==> src/rtl/id_stage_ctrl_pkg.sv <==
// Shared types for the decode-stage controller: control bundle, enums, trap FSM encoding.
package id_stage_ctrl_pkg;

  localparam logic [31:0] NOP_INSTR = 32'h0000_0013;

  typedef enum logic [1:0] {
    WB_ALU = 2'd0,
    WB_MEM = 2'd1,
    WB_PC  = 2'd2,
    WB_CSR = 2'd3
  } wb_select_t;

  typedef enum logic [3:0] {
    ALU_ADD = 4'd0,
    ALU_SUB = 4'd1,
    ALU_AND = 4'd2,
    ALU_OR  = 4'd3,
    ALU_XOR = 4'd4,
    ALU_SLT = 4'd5,
    ALU_SLL = 4'd6,
    ALU_SRL = 4'd7
  } alu_op_t;

  typedef struct packed {
    alu_op_t    alu_op;
    wb_select_t wb_select;
    logic       write_reg;
    logic [4:0] rd;
    logic       mem_read;
    logic       mem_write;
    logic       branch;
    logic       jump;
  } control_t;

  localparam control_t CTRL_NONE = control_t'({$bits(control_t){1'b0}});

  // Legacy-compatible state encoding for the trap sequencer.
  typedef logic [1:0] trap_state_t;
  localparam trap_state_t ST_RUN        = 2'd0;
  localparam trap_state_t ST_TRAP_DRAIN = 2'd1;
  localparam trap_state_t ST_TRAP_WAIT  = 2'd2;

endpackage

==> src/rtl/id_stage_ctrl_if.sv <==
// Fetch, decoder, EX and trap handshakes of the decode stage bundled as one interface.
interface id_stage_ctrl_if;
  import id_stage_ctrl_pkg::*;

  logic        if_valid;
  logic        if_ready;
  logic [31:0] if_pc;
  logic [31:0] if_instr;
  logic [31:0] dec_instr;
  logic [4:0]  dec_rs1;
  logic [4:0]  dec_rs2;
  logic [31:0] dec_imm;
  logic        dec_illegal;
  control_t    dec_control;
  logic        ex_valid;
  logic        ex_ready;
  logic [31:0] ex_pc;
  logic [31:0] ex_imm;
  logic [4:0]  ex_rs1;
  logic [4:0]  ex_rs2;
  control_t    ex_control;
  logic        ex_redirect;
  logic        retire_valid;
  logic        trap_req;
  logic [31:0] trap_pc;
  logic        trap_ack;

  modport master (
    input  if_valid, if_pc, if_instr, dec_rs1, dec_rs2, dec_imm, dec_illegal, dec_control,
           ex_ready, ex_redirect, retire_valid, trap_ack,
    output if_ready, dec_instr, ex_valid, ex_pc, ex_imm, ex_rs1, ex_rs2, ex_control,
           trap_req, trap_pc
  );

  modport slave (
    output if_valid, if_pc, if_instr, dec_rs1, dec_rs2, dec_imm, dec_illegal, dec_control,
           ex_ready, ex_redirect, retire_valid, trap_ack,
    input  if_ready, dec_instr, ex_valid, ex_pc, ex_imm, ex_rs1, ex_rs2, ex_control,
           trap_req, trap_pc
  );

endinterface

==> src/rtl/id_stage_ctrl_hazard_detect.sv <==
// Load-use compare: a load in ID/EX whose destination feeds the instruction now in ID.
module id_stage_ctrl_hazard_detect
  import id_stage_ctrl_pkg::*;
(
  input  logic       ex_valid,
  input  control_t   ex_control,
  input  logic [4:0] rs1,
  input  logic [4:0] rs2,
  output logic       haz
);

  // x0 is never a real producer, so a load into it cannot stall.
  always_comb begin
    haz = 1'b0;
    if (ex_valid && (ex_control.wb_select == WB_MEM) && ex_control.write_reg &&
        (ex_control.rd != 5'd0)) begin
      haz = (ex_control.rd == rs1) || (ex_control.rd == rs2);
    end else begin
      haz = 1'b0;
    end
  end

endmodule

==> src/rtl/id_stage_ctrl.sv <==
// Decode-stage sequencer: IF/ID and ID/EX registers, load-use stall, redirect flush,
// in-flight tracking and the illegal-instruction drain/trap handshake.
module id_stage_ctrl
  import id_stage_ctrl_pkg::*;
#(
  parameter int MAX_INFLIGHT = 4
) (
  input  logic            clk,
  input  logic            reset,
  id_stage_ctrl_if.master bus
);

  localparam int CW = $clog2(MAX_INFLIGHT + 1);
  localparam logic [CW-1:0] INFL_MAX  = CW'(MAX_INFLIGHT);
  localparam logic [CW-1:0] INFL_ONE  = CW'(1'b1);
  localparam logic [CW-1:0] INFL_ZERO = {CW{1'b0}};

  logic        id_valid_r;
  logic [31:0] id_pc_r;
  logic [31:0] id_instr_r;
  logic        ex_valid_r;
  logic [31:0] ex_pc_r;
  logic [31:0] ex_imm_r;
  logic [4:0]  ex_rs1_r;
  logic [4:0]  ex_rs2_r;
  control_t    ex_control_r;
  logic        trap_req_r;
  logic [31:0] trap_pc_r;
  trap_state_t state_r;
  logic [CW-1:0] inflight_r;

  logic haz_s;
  logic adv_s;
  logic issue_s;
  logic fetch_s;

  id_stage_ctrl_hazard_detect u_hazard_detect (
    .ex_valid   (ex_valid_r),
    .ex_control (ex_control_r),
    .rs1        (bus.dec_rs1),
    .rs2        (bus.dec_rs2),
    .haz        (haz_s)
  );

  // Issue and fetch-accept decisions; a redirect makes the ID contents wrong-path.
  always_comb begin
    adv_s   = !ex_valid_r || bus.ex_ready;
    issue_s = id_valid_r && (state_r == ST_RUN) && !haz_s && !bus.dec_illegal && adv_s &&
              (inflight_r != INFL_MAX) && !bus.ex_redirect;
    fetch_s = (state_r == ST_RUN) && (!id_valid_r || issue_s) && !bus.ex_redirect;
  end

  assign bus.if_ready   = fetch_s;
  assign bus.dec_instr  = id_valid_r ? id_instr_r : NOP_INSTR;
  assign bus.ex_valid   = ex_valid_r;
  assign bus.ex_pc      = ex_pc_r;
  assign bus.ex_imm     = ex_imm_r;
  assign bus.ex_rs1     = ex_rs1_r;
  assign bus.ex_rs2     = ex_rs2_r;
  assign bus.ex_control = ex_control_r;
  assign bus.trap_req   = trap_req_r;
  assign bus.trap_pc    = trap_pc_r;

  // IF/ID slot: flushed by redirect, emptied by issue or by an acknowledged trap.
  always_ff @(posedge clk or posedge reset) begin
    if (reset) begin
      id_valid_r <= 1'b0;
      id_pc_r    <= 32'd0;
      id_instr_r <= NOP_INSTR;
    end else if (bus.ex_redirect) begin
      id_valid_r <= 1'b0;
    end else if (fetch_s && bus.if_valid) begin
      id_valid_r <= 1'b1;
      id_pc_r    <= bus.if_pc;
      id_instr_r <= bus.if_instr;
    end else if (issue_s || ((state_r == ST_TRAP_WAIT) && bus.trap_ack)) begin
      id_valid_r <= 1'b0;
    end
  end

  // ID/EX register: a redirect forces a bubble even when EX is not consuming.
  always_ff @(posedge clk or posedge reset) begin
    if (reset) begin
      ex_valid_r   <= 1'b0;
      ex_pc_r      <= 32'd0;
      ex_imm_r     <= 32'd0;
      ex_rs1_r     <= 5'd0;
      ex_rs2_r     <= 5'd0;
      ex_control_r <= CTRL_NONE;
    end else if (bus.ex_redirect || (adv_s && !issue_s)) begin
      ex_valid_r   <= 1'b0;
      ex_control_r <= CTRL_NONE;
    end else if (issue_s) begin
      ex_valid_r   <= 1'b1;
      ex_pc_r      <= id_pc_r;
      ex_imm_r     <= bus.dec_imm;
      ex_rs1_r     <= bus.dec_rs1;
      ex_rs2_r     <= bus.dec_rs2;
      ex_control_r <= bus.dec_control;
    end
  end

  // Issued-but-not-retired count, clamped at both ends.
  always_ff @(posedge clk or posedge reset) begin
    if (reset) begin
      inflight_r <= INFL_ZERO;
    end else begin
      case ({issue_s, bus.retire_valid})
        2'b10: if (inflight_r != INFL_MAX) inflight_r <= inflight_r + INFL_ONE;
        2'b01: if (inflight_r != INFL_ZERO) inflight_r <= inflight_r - INFL_ONE;
        default: inflight_r <= inflight_r;
      endcase
    end
  end

  // Trap sequencer: freeze on an illegal op, drain the pipe, then hold the request until acked.
  always_ff @(posedge clk or posedge reset) begin
    if (reset) begin
      state_r    <= ST_RUN;
      trap_req_r <= 1'b0;
      trap_pc_r  <= 32'd0;
    end else begin
      case (state_r)
        ST_RUN: begin
          if (id_valid_r && bus.dec_illegal && !bus.ex_redirect) begin
            state_r   <= ST_TRAP_DRAIN;
            trap_pc_r <= id_pc_r;
          end
        end
        ST_TRAP_DRAIN: begin
          if (bus.ex_redirect) begin
            state_r <= ST_RUN;
          end else if ((inflight_r == INFL_ZERO) && !ex_valid_r) begin
            state_r    <= ST_TRAP_WAIT;
            trap_req_r <= 1'b1;
          end
        end
        ST_TRAP_WAIT: begin
          if (bus.trap_ack) begin
            state_r    <= ST_RUN;
            trap_req_r <= 1'b0;
          end
        end
        default: begin
          state_r    <= ST_RUN;
          trap_req_r <= 1'b0;
        end
      endcase
    end
  end

endmodule
==> src/flat_wrapper.sv <==
// flat-port wrapper written by rule: the top's interface ports become plain ports
module id_stage_ctrl_flat import id_stage_ctrl_pkg::*;
#(
  parameter int MAX_INFLIGHT = 4
)
  (clk, reset, bus_if_valid, bus_if_pc, bus_if_instr, bus_dec_rs1, bus_dec_rs2, bus_dec_imm, bus_dec_illegal, bus_dec_control, bus_ex_ready, bus_ex_redirect, bus_retire_valid, bus_trap_ack, bus_if_ready, bus_dec_instr, bus_ex_valid, bus_ex_pc, bus_ex_imm, bus_ex_rs1, bus_ex_rs2, bus_ex_control, bus_trap_req, bus_trap_pc);
  id_stage_ctrl_if bus_i ();
  input  logic clk;
  input  logic reset;
  input wire logic [$bits(bus_i.if_valid)-1:0] bus_if_valid;
  input wire logic [$bits(bus_i.if_pc)-1:0] bus_if_pc;
  input wire logic [$bits(bus_i.if_instr)-1:0] bus_if_instr;
  input wire logic [$bits(bus_i.dec_rs1)-1:0] bus_dec_rs1;
  input wire logic [$bits(bus_i.dec_rs2)-1:0] bus_dec_rs2;
  input wire logic [$bits(bus_i.dec_imm)-1:0] bus_dec_imm;
  input wire logic [$bits(bus_i.dec_illegal)-1:0] bus_dec_illegal;
  input wire logic [$bits(bus_i.dec_control)-1:0] bus_dec_control;
  input wire logic [$bits(bus_i.ex_ready)-1:0] bus_ex_ready;
  input wire logic [$bits(bus_i.ex_redirect)-1:0] bus_ex_redirect;
  input wire logic [$bits(bus_i.retire_valid)-1:0] bus_retire_valid;
  input wire logic [$bits(bus_i.trap_ack)-1:0] bus_trap_ack;
  output wire logic [$bits(bus_i.if_ready)-1:0] bus_if_ready;
  output wire logic [$bits(bus_i.dec_instr)-1:0] bus_dec_instr;
  output wire logic [$bits(bus_i.ex_valid)-1:0] bus_ex_valid;
  output wire logic [$bits(bus_i.ex_pc)-1:0] bus_ex_pc;
  output wire logic [$bits(bus_i.ex_imm)-1:0] bus_ex_imm;
  output wire logic [$bits(bus_i.ex_rs1)-1:0] bus_ex_rs1;
  output wire logic [$bits(bus_i.ex_rs2)-1:0] bus_ex_rs2;
  output wire logic [$bits(bus_i.ex_control)-1:0] bus_ex_control;
  output wire logic [$bits(bus_i.trap_req)-1:0] bus_trap_req;
  output wire logic [$bits(bus_i.trap_pc)-1:0] bus_trap_pc;
  assign bus_i.if_valid = bus_if_valid;
  assign bus_i.if_pc = bus_if_pc;
  assign bus_i.if_instr = bus_if_instr;
  assign bus_i.dec_rs1 = bus_dec_rs1;
  assign bus_i.dec_rs2 = bus_dec_rs2;
  assign bus_i.dec_imm = bus_dec_imm;
  assign bus_i.dec_illegal = bus_dec_illegal;
  assign bus_i.dec_control = bus_dec_control;
  assign bus_i.ex_ready = bus_ex_ready;
  assign bus_i.ex_redirect = bus_ex_redirect;
  assign bus_i.retire_valid = bus_retire_valid;
  assign bus_i.trap_ack = bus_trap_ack;
  assign bus_if_ready = bus_i.if_ready;
  assign bus_dec_instr = bus_i.dec_instr;
  assign bus_ex_valid = bus_i.ex_valid;
  assign bus_ex_pc = bus_i.ex_pc;
  assign bus_ex_imm = bus_i.ex_imm;
  assign bus_ex_rs1 = bus_i.ex_rs1;
  assign bus_ex_rs2 = bus_i.ex_rs2;
  assign bus_ex_control = bus_i.ex_control;
  assign bus_trap_req = bus_i.trap_req;
  assign bus_trap_pc = bus_i.trap_pc;
  id_stage_ctrl #(.MAX_INFLIGHT(MAX_INFLIGHT)) u_core (.clk(clk), .reset(reset), .bus(bus_i));
endmodule
==> config.mk <==
export PLATFORM = sky130hd
export DESIGN_NAME = id_stage_ctrl_flat
export DESIGN_NICKNAME = d
export VERILOG_FILES = /design/src/rtl/id_stage_ctrl_pkg.sv /design/src/rtl/id_stage_ctrl_if.sv /design/src/rtl/id_stage_ctrl_hazard_detect.sv /design/src/rtl/id_stage_ctrl.sv /design/src/flat_wrapper.sv
export SDC_FILE = /design/constraint.sdc
export NUM_CORES = 1
export LEC_CHECK = 0
export CAP_MARGIN = 20
export CORE_MARGIN = 2
export CORE_UTILIZATION = 30
export DETAILED_ROUTE_END_ITERATION = 8
export PLACE_DENSITY = 0.58
export SLEW_MARGIN = 20
export SYNTH_ARGS = -nofsm -noshare
export SYNTH_HDL_FRONTEND = slang
export SYNTH_SLANG_ARGS = --single-unit
==> constraint.sdc <==
create_clock -name clk -period 20.1 [get_ports clk]
set_clock_uncertainty 0.05 [all_clocks]
set_input_delay 4.02 -clock clk [delete_from_list [all_inputs] [get_ports clk]]
set_output_delay 4.02 -clock clk [all_outputs]
set_load 0.01 [all_outputs]
* Yosys cells after proc, flatten, opt, wreduce, memory -nomap -nowiden
Cells that the tools add are included.
** Storage, ports and cells
- Flip-flop bits (word level) :: 194
- Input bits :: 130
- Word-level logic and storage cells :: 102
** Operators by class
- Add/sub/neg operators :: 2
- Eq/ne operators :: 15
- Multiplexer cells :: 21
- Bitwise operators :: 3
- Reductions and logical operators :: 41
** Operator list (count)
- 16-bit two-way mux :: 2
- 32-bit two-way mux :: 1
- 1-bit logical AND :: 17
- 5-bit equality test :: 2
- 1-bit two-way mux :: 9
- 2-bit two-way mux :: 4
- 2-bit by 1-bit equality test with 1-bit output (second input constant) :: 3
- 1-bit zero test :: 6
- 3-bit two-way mux :: 2
- 2-bit by 1-bit != test with 1-bit output (second input constant) :: 3
- 2-bit != test (second input constant) :: 3
- 2-bit one-hot mux with 3 select lines :: 1
- 3-bit one-hot mux with 2 select lines :: 1
- 2-bit AND reduction :: 3
- 3-bit AND reduction :: 2
- 3-bit nonzero test :: 2
- 1-bit logical OR :: 5
- 5-bit nonzero test :: 1
- 2-bit equality test (second input constant) :: 2
- 4-bit AND reduction :: 1
- 2-bit nonzero test :: 2
- 3-bit by 1-bit adder with 3-bit output (second input constant) :: 1
- 3-bit zero test :: 1
- 3-bit by 2-bit != test with 1-bit output (second input constant) :: 1
- 5 further kinds :: 7

* Longest topological paths before layout
Gate-level depths: netlist (run 1).
- Word-level depth :: 17
- Gate-level depth with buffers :: 13

* Hierarchy
From an unflattened synthesis (run 1), not the netlist that was laid out.
** Unflattened totals
- Cells, all modules :: 663
- Area total of the unflattened synthesis :: 8034.0 um^2
** By module, submodules not included
- id_stage_ctrl :: instances 1, cells an instance 645, area an instance 7893.8 um^2, sequential area each 4858.4 um^2
- id_stage_ctrl_hazard_detect :: instances 1, cells an instance 18, area an instance 140.1 um^2, sequential area each 0.0 um^2

* Worst setup path before layout (run 1)
No wires, ideal clock.
- Path type :: in2out
- Start :: in bus_dec_rs1[0]
- End :: out bus_if_ready
- Arrival time :: 4990 ps
- Data required time :: 16030 ps
- Setup slack :: 11040 ps
- Stages on the path :: 5
- Path through :: xor2_1 -> nor3_1 -> a22oi_1 -> o21ai_0 -> a21boi_0
** Between the ends
- Word-level cells in the longest chain between the ends :: 12
** Ends and longest elaborated chain
- from (decl) :: RTL line flat_wrapper.sv:13 : input wire logic [$bits(bus_i.dec_rs1)-1:0] bus_dec_rs1;
- 5-bit equality test :: RTL line id_stage_ctrl_hazard_detect.sv:17 : haz = (ex_control.rd == rs1) || (ex_control.rd == rs2);
- 1-bit logical OR :: RTL line id_stage_ctrl_hazard_detect.sv:17
- 1-bit two-way mux :: RTL line id_stage_ctrl_hazard_detect.sv:15 : if (ex_valid && (ex_control.wb_select == WB_MEM) && ex_control.write_reg &&
- 1-bit zero test :: RTL line id_stage_ctrl.sv:48 : issue_s = id_valid_r && (state_r == ST_RUN) && !haz_s && !bus.dec_illegal && adv_s &&
- 1-bit logical AND (4 in series) :: RTL line id_stage_ctrl.sv:48
- 1-bit logical AND :: RTL line id_stage_ctrl.sv:49 : (inflight_r != INFL_MAX) && !bus.ex_redirect;
- 1-bit logical OR :: RTL line id_stage_ctrl.sv:50 : fetch_s = (state_r == ST_RUN) && (!id_valid_r || issue_s) && !bus.ex_redirect;
- 1-bit logical AND (2 in series) :: RTL line id_stage_ctrl.sv:50
- to (decl) :: RTL line flat_wrapper.sv:22 : output wire logic [$bits(bus_i.if_ready)-1:0] bus_if_ready;
No other way between the ends.

* Worst setup path in the final report (run 1)
- Start :: in bus_dec_rs1[4]
- End :: out bus_if_ready
The elaborated chain is that of the path after synthesis.

==> results.cfg, run 1 <==
[placed_design]
numPortBuffers = 286
hpwl_um = 13800
dp_cells = 1103
gp_congestion = 0.771

[min_path]
hold_depth = 1
worstHoldStart = u_core.bus.trap_pc[6]
min_to = u_core.bus.trap_pc[6]
hp-class = reg -> reg

[grt]
first_global_vias = 5512
grt_max_degree = 129
grt_overflow_total = 0
grt_first_pass_wirelength_um = 31900
track_usage_pct = 14.7
antenna_found_initial = 0

[power]
power.leakage_nw = 4.99
p_switching_uw = 524
p_clk_share_pct = 20.2
internal_power_mw = 1.21
irDropWorstVdd_mv = 0.0543
pwr-share-seq_pct = 38.9
p_total_mw = 1.73
switching_share_pct = 30.2
powerDensity_mw_per_mm2 = 148
pwr-share-comb_pct = 40.9

[final_layout]
layout-drive-gt1-share_pct = 26.5
finalCoreUtilization_pct = 44.8
antenna_cells = 0
syn_to_final_growth_pct = 46.2
final_cells = 1135
finalNetCount = 921

[die]
rows = 59
die_h_um = 167
fp.dieW_um = 167
coreArea_sq_mm = 0.0261
floorplan.io_pins = 287
dieArea_sq_mm = 0.0280
start_util_pct = 30.7

[sta]
fin_crit_sh_pct = 50.5
fin_crit_ps = 10150
timing.fmax_mhz = 98.5
slew-limit-headroom_pct = 38.4
hold_viol = 0
finalMaxSlewViolations = 0
worstMarginPinSlew_ps = 924
rsz0062_at_grt = false
report.final.setup_viol = 0
fin_setup_tns_ps = 0

[synthesis]
yosysSeqAreaShare_pct = 60.6
synth_top_flop_cell = dfrtp_1
ys_ff_latch = 194
syn_avg_cell_area_sq_um = 15.9
synth.largest_area_cell = dfrtp_1
syn_area_sq_mm = 0.00801
synthCells = 503
netlist.area_leader.share_pct = 59.7
synthTopCellsByArea = dfrtp_1 (60%), mux2_2 (16%), mux2_4 (9.2%)
ys_top_cells_by_count = dfrtp_1 (191), mux2_2 (116), mux2_4 (49), and2_1 (31), a22o_1 (16)
yosys_warnings = 0
yosysMostFrequentCell = dfrtp_1
synth_edf_count = 0
async_reset_ff_share_pct = 100
synth_cell_types = 42
syn-num-nets = 637

[worst_setup_path]
worstRegToRegCells = 11
critPathSlowestCell = clkdlybuf4s50_1
cpPeakStageDelay_ps = 570
cp_max_fo = 3
worstReg2RegStart = u_core.bus.ex_control[4]
path_common_cell = clkdlybuf4s50_1
r2r-end = u_core.inflight_r[2]
endpoint_kind = output port
startpoint_type = input pin
cp_cell_sequence = clkdlybuf4s50_1, xor2_1, nor3_1, a22oi_1, o21ai_0, a21boi_0, clkdlybuf4s50_1
crit_required_ps = 16030
rrSetupSlack_ps = 16910
path_class = in -> out
path_buf_inv = 2
arrival_ps = 6080
cp_top_family = buffers and inverters

[clock_tree]
postCtsSetupBuffers = 0
cts.sinks = 194
cts_tree = done
clkSlewWorstSetupHoldPaths_ps = 70
hold_buffers = 0
cts_buffer_depth = 2
cts_made_buffers = 17
htree_levels = 4
clock_latency_ps = 420
ctsResizeCount = 0
cts-root-buf = clkbuf_16

[routing]
dr.pass1.iters = 6
drt_iter0_drc = 210
via_per_inst = 4.45
drc_errors = 12
wirelength_um = 20200
route.vias.total = 5054
postRouteAntennaNets = 0
wire_per_inst_um = 17.8

[outcome]
violations = DRC
status = complete, but fails checks

[run]
max-cap-violations = 0
layout by cell type, fill, tap and decap left out, drive strengths merged, types with 5 or more instances in the layout:
| cell type | n |
|---|---|
| clkdlybuf4s50 | 286 |
| mux2 | 171 |
| o21ai | 6 |
| inv | 12 |
| clkbuf | 19 |
| and2 | 31 |
| dfrtp | 191 |
| nand2 | 5 |
| xor2 | 12 |
| a22o | 16 |
| buf | 5 |
routing by layer:
metal | routed length, um | part of all wire, % | global-route usage (%) | up-vias
li1 | - | - | - | 2335
met1 | 8570 | 42 | 18.2 | 2520
met2 | 9740 | 48 | 24.0 | 176
met3 | 1560 | 7.7 | 5.27 | 23
met4 | 350 | 1.7 | 4.50 | 0
met5 | 0 | 0 | 0 | -
power groups by stage:
stage / Combinational [mW] / Sequential (mW) / Clock, mW
2_1_floorplan: 0.322 / 0.715 / 0
5_1_grt: 0.757 / 0.701 / 0.380
6_report: 0.710 / 0.674 / 0.350
3_3_place_gp: 0.718 / 0.680 / 0
4_1_cts: 0.723 / 0.677 / 0.364
3_5_place_dp: 0.721 / 0.680 / 0
through the flow:
stage          worst slack (ps)  area [sq um]  hold slack (ps)
2_1_floorplan             10750          8010              423
3_3_place_gp               9960         11100              421
3_5_place_dp               9950         11100              430
4_1_cts                    9930         11700              447
5_1_grt                    9800         11700              465
6_report                   9950         11700              443
cell families after synthesis:
family	Yosys count	synth area share (%)
AO/OA/AOI/OAI	31	3.34
XOR/XNOR	13	1.42
adder cells (fa/ha/maj)	4	0.625
buffers and inverters	31	3.20
flip-flops	194	60.6
multiplexers	171	26.3
AND/OR/NAND/NOR	59	4.44
sequential cells by signal, indices dropped and copies added (netlist names), 2 cells and up:
| signal | cells |
|---|---|
| u_core.bus.trap_pc | 32 |
| u_core.bus.ex_rs2 | 5 |
| u_core.inflight_r | 3 |
| u_core.bus.ex_imm | 32 |
| u_core.bus.ex_pc | 32 |
| u_core.bus.ex_rs1 | 5 |
| u_core.id_instr_r | 32 |
| u_core.id_pc_r | 32 |
| u_core.state_r | 2 |
| u_core.bus.ex_control | 16 |
worst max path at each step:
stage | to | cells past startpoint | from
5_1_grt | bus_if_ready | 7 | bus_dec_rs1[4]
3_5_place_dp | bus_if_ready | 7 | bus_dec_rs1[2]
3_3_place_gp | bus_if_ready | 7 | bus_dec_rs1[0]
2_1_floorplan | u_core.bus.ex_control[0] | 1 | reset
6_report | bus_if_ready | 7 | bus_dec_rs1[4]
4_1_cts | bus_if_ready | 7 | bus_dec_rs1[0]
layout make-up:
cell class	instances	area [sq um]
inverters	5	26.3
multi-input cells	278	2910
repair buffers	291	2900
flip-flops and latches	194	4860
fillers	2395	14400
well taps	335	419
clock inverters	13	161
clock buffers	19	443
(Power assumes the default switching activity.)
==> inputs of run 2 (changes only) <==
--- a/config.mk
+++ b/config.mk
@@ -9,7 +9,7 @@
 export CORE_MARGIN = 2
 export CORE_UTILIZATION = 30
 export DETAILED_ROUTE_END_ITERATION = 8
-export PLACE_DENSITY = 0.58
+export PLACE_DENSITY = 0.61
 export SLEW_MARGIN = 20
 export SYNTH_ARGS = -nofsm -noshare
 export SYNTH_HDL_FRONTEND = slang
==> constraint.sdc (replaced) <==
create_clock -name clk -period 8.5 [get_ports clk]
set_clock_uncertainty 0.05 [all_clocks]
set_input_delay 1.7 -clock clk [delete_from_list [all_inputs] [get_ports clk]]
set_output_delay 1.7 -clock clk [all_outputs]
set_load 0.01 [all_outputs]
==> results.cfg, run 2 (same netlist as run 1, synthesis figures left out) <==
[worst_setup_path]
crit_required_ps = 6750
cp_top_family = buffers and inverters
critPathSlowestCell = clkdlybuf4s50_1
crit_cells = 7
cpPeakStageDelay_ps = 590
worstRegToRegCells = 6
arrival_ps = 3800
cp_max_fo = 3
cp_cell_sequence = clkdlybuf4s50_1, xor2_1, nor3_1, a22oi_1, o21ai_0, a21boi_0, clkdlybuf4s50_1
path_buf_inv = 2
path_common_cell = clkdlybuf4s50_1
path_class = in -> out
startpoint_type = input pin
endpoint_kind = output port

[grt]
gr-usage-met3_pct = 5.32
grt_first_pass_wirelength_um = 31100
first_global_vias = 5485
antenna_found_initial = 0
track_usage_pct = 14.2
grt_util_met1_pct = 18.2
busiest_layer = met2
grt_max_degree = 127
grt_overflow_total = 0
grtUsageMet2_pct = 22.7

[power]
switching_share_pct = 30.4
pwr-share-comb_pct = 40.7
irDropWorstVdd_mv = 0.137
powerDensity_mw_per_mm2 = 347
p_clk_share_pct = 19.5
p_switching_mw = 1.23
power.leakage_nw = 4.98
internal_power_mw = 2.82
pwr-share-seq_pct = 39.9

[clock_tree]
cts_buffer_depth = 2
cts_tree = done
clock_latency_ps = 420
hold_buffers = 0
clkSlewWorstSetupHoldPaths_ps = 70
postCtsSetupBuffers = 0
cts.sinks = 194
cts_made_buffers = 17
htree_levels = 4
cts-root-buf = clkbuf_16
ctsResizeCount = 0

[sta]
slew-limit-headroom_pct = 35.6
fin_crit_ps = 5550
hold_viol = 0
finalWorstSetupSlack_ps = 2950
finalMaxSlewViolations = 0
fin_setup_tns_ps = 0
timing.fmax_mhz = 180
rsz0062_at_grt = false
report.final.setup_viol = 0
fin_crit_sh_pct = 65.3
worstMarginPinSlew_ps = 967
hold_ws_ps = 443

[routing]
wirelength_um = 19600
via_per_inst = 4.44
postRouteAntennaNets = 0
drt_iter0_drc = 166
drc_errors = 14
wire_per_inst_um = 17.3
route.vias.total = 5030
dr.pass1.iters = 6

[die]
rows = 59
dieArea_sq_mm = 0.0280
floorplan.io_pins = 287
fp.dieW_um = 167
start_util_pct = 30.7
coreArea_sq_mm = 0.0261
die_h_um = 167

[final_layout]
antenna_cells = 0
layout-drive-gt1-share_pct = 26.5
fillers = 2387
multi_input_area_sq_mm = 0.00291
final_cell_mix = clkdlybuf4s50_1 (286), dfrtp_1 (191), mux2_2 (116)
final_common_cell = clkdlybuf4s50_1
finalNetCount = 920
seq_area_sq_mm = 0.00486
syn_to_final_growth_pct = 45.7

[placed_design]
dp_slack_ps = 2930
gp_congestion = 0.775
numPortBuffers = 286
hpwl_um = 13200

[outcome]
status = complete, but fails checks
violations = DRC

[min_path]
hold_depth = 1
hp-class = reg -> reg

[run]
max-cap-violations = 0
-- run 2: changes by cell type in the layout (fill, tap and decap cells not counted), sizes merged --
cell      before  now
buf            5    4
bufinv         1    0
clkbuf        19   17
clkinv         4    8
clkinvlp       1    0
-- run 2: power by group through the flow --
stage | combinational, mW | sequential [mW] | clock, mW
after floorplan | 0.762 | 1.69 | 0
after global placement | 1.66 | 1.63 | 0
after detailed placement | 1.67 | 1.63 | 0
after CTS | 1.68 | 1.62 | 0.823
after global routing | 1.76 | 1.68 | 0.854
final | 1.65 | 1.61 | 0.787
-- run 2: path summary, 6_finish.rpt --
path / from / endpoint / slack [ps]
max reg2reg: u_core.id_valid_r / u_core.id_pc_r[31] / 4840
min in group asynchronous: reset / u_core.id_pc_r[14] / 1830
max in group asynchronous: reset / u_core.bus.ex_pc[28] / 5170
min reg2reg: u_core.bus.trap_pc[6] / u_core.bus.trap_pc[6] / 440
min: u_core.bus.trap_pc[6] / u_core.bus.trap_pc[6] / 440
max: bus_dec_rs1[0] / bus_if_ready / 2950
-- run 2: stage by stage --
step	power (mW)	util, %	area, sq um	instances
global placement	3.29	42.5	11100	1102
finish	4.05	44.7	11700	1134
floorplan	2.45	-	8010	503
detailed placement	3.30	42.5	11100	1102
CTS	4.12	44.7	11700	1134
global route	4.30	44.7	11700	1134
-- run 2: final cells by class --
type | count | share of cell area, %
Sequential cell | 194 | 41.6
Multi-Input combinational cell | 278 | 24.9
Clock inverter | 15 | 1.24
Clock buffer | 17 | 3.64
Timing Repair Buffer | 290 | 24.8
Tap cell | 335 | 3.59
Inverter | 5 | 0.225
-- run 2: metal layers --
metal  vias up  wire (um)
li1       2329          -
met3        12       1520
met1      2524       8620
met2       165       9220
met5         -          0
met4         0        239
==> inputs of run 3 (changes only) <==
==> constraint.sdc (replaced) <==
create_clock -name clk -period 4.9 [get_ports clk]
set_clock_uncertainty 0.05 [all_clocks]
set_input_delay 0.98 -clock clk [delete_from_list [all_inputs] [get_ports clk]]
set_output_delay 0.98 -clock clk [all_outputs]
set_load 0.01 [all_outputs]
==> results.cfg, run 3 (same netlist as run 1, synthesis figures left out) <==
[run]
max-cap-violations = 0

[final_layout]
final_cells = 1139
layout-drive-gt1-share_pct = 26.8
finalNetCount = 925
stdcell_area_sq_mm = 0.0117
fillers = 2407
final_common_cell = clkdlybuf4s50_1
final_cell_mix = clkdlybuf4s50_1 (286), dfrtp_1 (191), mux2_2 (116)
syn_to_final_growth_pct = 46.4

[routing]
drc_errors = 30
dr.pass1.iters = 6
postRouteAntennaNets = 0
route.vias.total = 5036
wire_per_inst_um = 17.5
via_per_inst = 4.42
drt_iter0_drc = 258
wirelength_um = 19900

[sta]
worstMarginPinSlew_ps = 920
rsz0062_at_grt = false
hold_viol = 0
fin_setup_tns_ps = 0
report.final.setup_viol = 0
finalWorstSetupSlack_ps = 808
timing.fmax_mhz = 244
slew-limit-headroom_pct = 38.7
fin_crit_ps = 4090
fin_crit_sh_pct = 83.5
finalMaxSlewViolations = 0

[clock_tree]
cts_made_buffers = 17
cts_tree = done
cts_buffer_depth = 2
hold_buffers = 0
cts.sinks = 194
postCtsSetupBuffers = 0
cts-root-buf = clkbuf_16
clkSlewWorstSetupHoldPaths_ps = 70
htree_levels = 4
ctsResizeCount = 0
clock_latency_ps = 420

[worst_setup_path]
cpPeakStageDelay_ps = 580
crit_required_ps = 3870
arrival_ps = 3060
cp_cell_sequence = clkdlybuf4s50_1, xor2_1, nor2_1, a22oi_1, o21ai_0, a21boi_0, clkdlybuf4s50_1
startpoint_type = input pin
path_common_cell = clkdlybuf4s50_1
critPathSlowestCell = clkdlybuf4s50_1
cp_max_fo = 3
endpoint_kind = output port
path_class = in -> out

[grt]
grt_overflow_total = 0
antenna_found_initial = 1
first_global_vias = 5581
track_usage_pct = 14.5
grt_first_pass_wirelength_um = 31700
grt_max_degree = 104

[power]
power.leakage_nw = 4.99
irDropWorstVdd_mv = 0.242
powerDensity_mw_per_mm2 = 603
p_total_mw = 7.07

[die]
floorplan.io_pins = 287
die_h_um = 167
rows = 59
coreArea_sq_mm = 0.0261
fp.dieW_um = 167
start_util_pct = 30.7
dieArea_sq_mm = 0.0280

[placed_design]
gp_congestion = 0.750
hpwl_um = 13900
placed_area_sq_mm = 0.0111
dp_cells = 1107
numPortBuffers = 286
dp_slack_ps = 790

[min_path]
hp-class = reg -> reg

[outcome]
violations = DRC
status = complete, but fails checks
run 3: cell count changes in the layout (fill, tap and decap cells not counted):
cell and change:
buf_4 +4, clkinvlp_4 +4, clkinv_2 -3, inv_6 -2, buf_12 +1, bufinv_16 +1
clkbuf_1 +1, clkinv_8 -1, diode_2 +1, inv_8 -1
run 3: layout make-up:
cell class / count / area (sq um) / area share (%)
well taps: 335 / 419 / 3.57
diodes: 1 / 2.50 / 0.0213
clock buffers: 18 / 429 / 3.66
clock inverters: 13 / 149 / 1.27
inverters: 5 / 22.5 / 0.192
flip-flops and latches: 194 / 4860 / 41.4
repair buffers: 295 / 2940 / 25.1
multi-input cells: 278 / 2910 / 24.8
run 3: worst max-delay path: cells and delay by family:
| kind | cells | cell delay [ps] |
|---|---|---|
| and+or+nand+nor | 1 | 70 |
| xor gates and xnor gates | 1 | 150 |
| AOI/OAI and AO/OA | 3 | 770 |
| buffers and inverters | 2 | 1090 |
run 3: path summary, 6_finish.rpt:
path	depth (start not counted)	slack (ps)	end	from
setup reg to reg	10	1970	u_core.inflight_r[2]	u_core.bus.ex_control[4]
hold / removal	1	440	u_core.bus.trap_pc[19]	u_core.bus.trap_pc[19]
hold reg to reg	1	440	u_core.bus.trap_pc[19]	u_core.bus.trap_pc[19]
setup / recovery	7	810	bus_if_ready	bus_dec_rs1[3]
min in group asynchronous	2	980	u_core.id_pc_r[20]	reset
max in group asynchronous	3	2810	u_core.id_instr_r[7]	reset
run 3: per-stage QoR:
| stage | util (%) | hold slack (ps) |
|---|---|---|
| 6_report | 44.9 | 441 |
| 2_1_floorplan | - | 423 |
| 3_3_place_gp | 42.7 | 420 |
| 3_5_place_dp | 42.7 | 425 |
| 4_1_cts | 44.9 | 443 |
| 5_1_grt | 44.9 | 459 |
run 3: report_power, final:
| group | internal (mW) | total [mW] | switching (mW) |
|---|---|---|---|
| sequential | 2.35 | 2.76 | 0.411 |
| combinational | 1.87 | 2.92 | 1.04 |
| clock | 0.722 | 1.39 | 0.671 |
| total | 4.95 | 7.07 | 2.12 |
run 3: per-layer routing:
metal	vias to the layer above	track usage (%)	part of all wire (%)
met5	-	0	0
met4	0	4.57	1.8
met3	18	4.87	7.2
met2	177	23.9	48
met1	2494	18.0	43
li1	2347	-	-
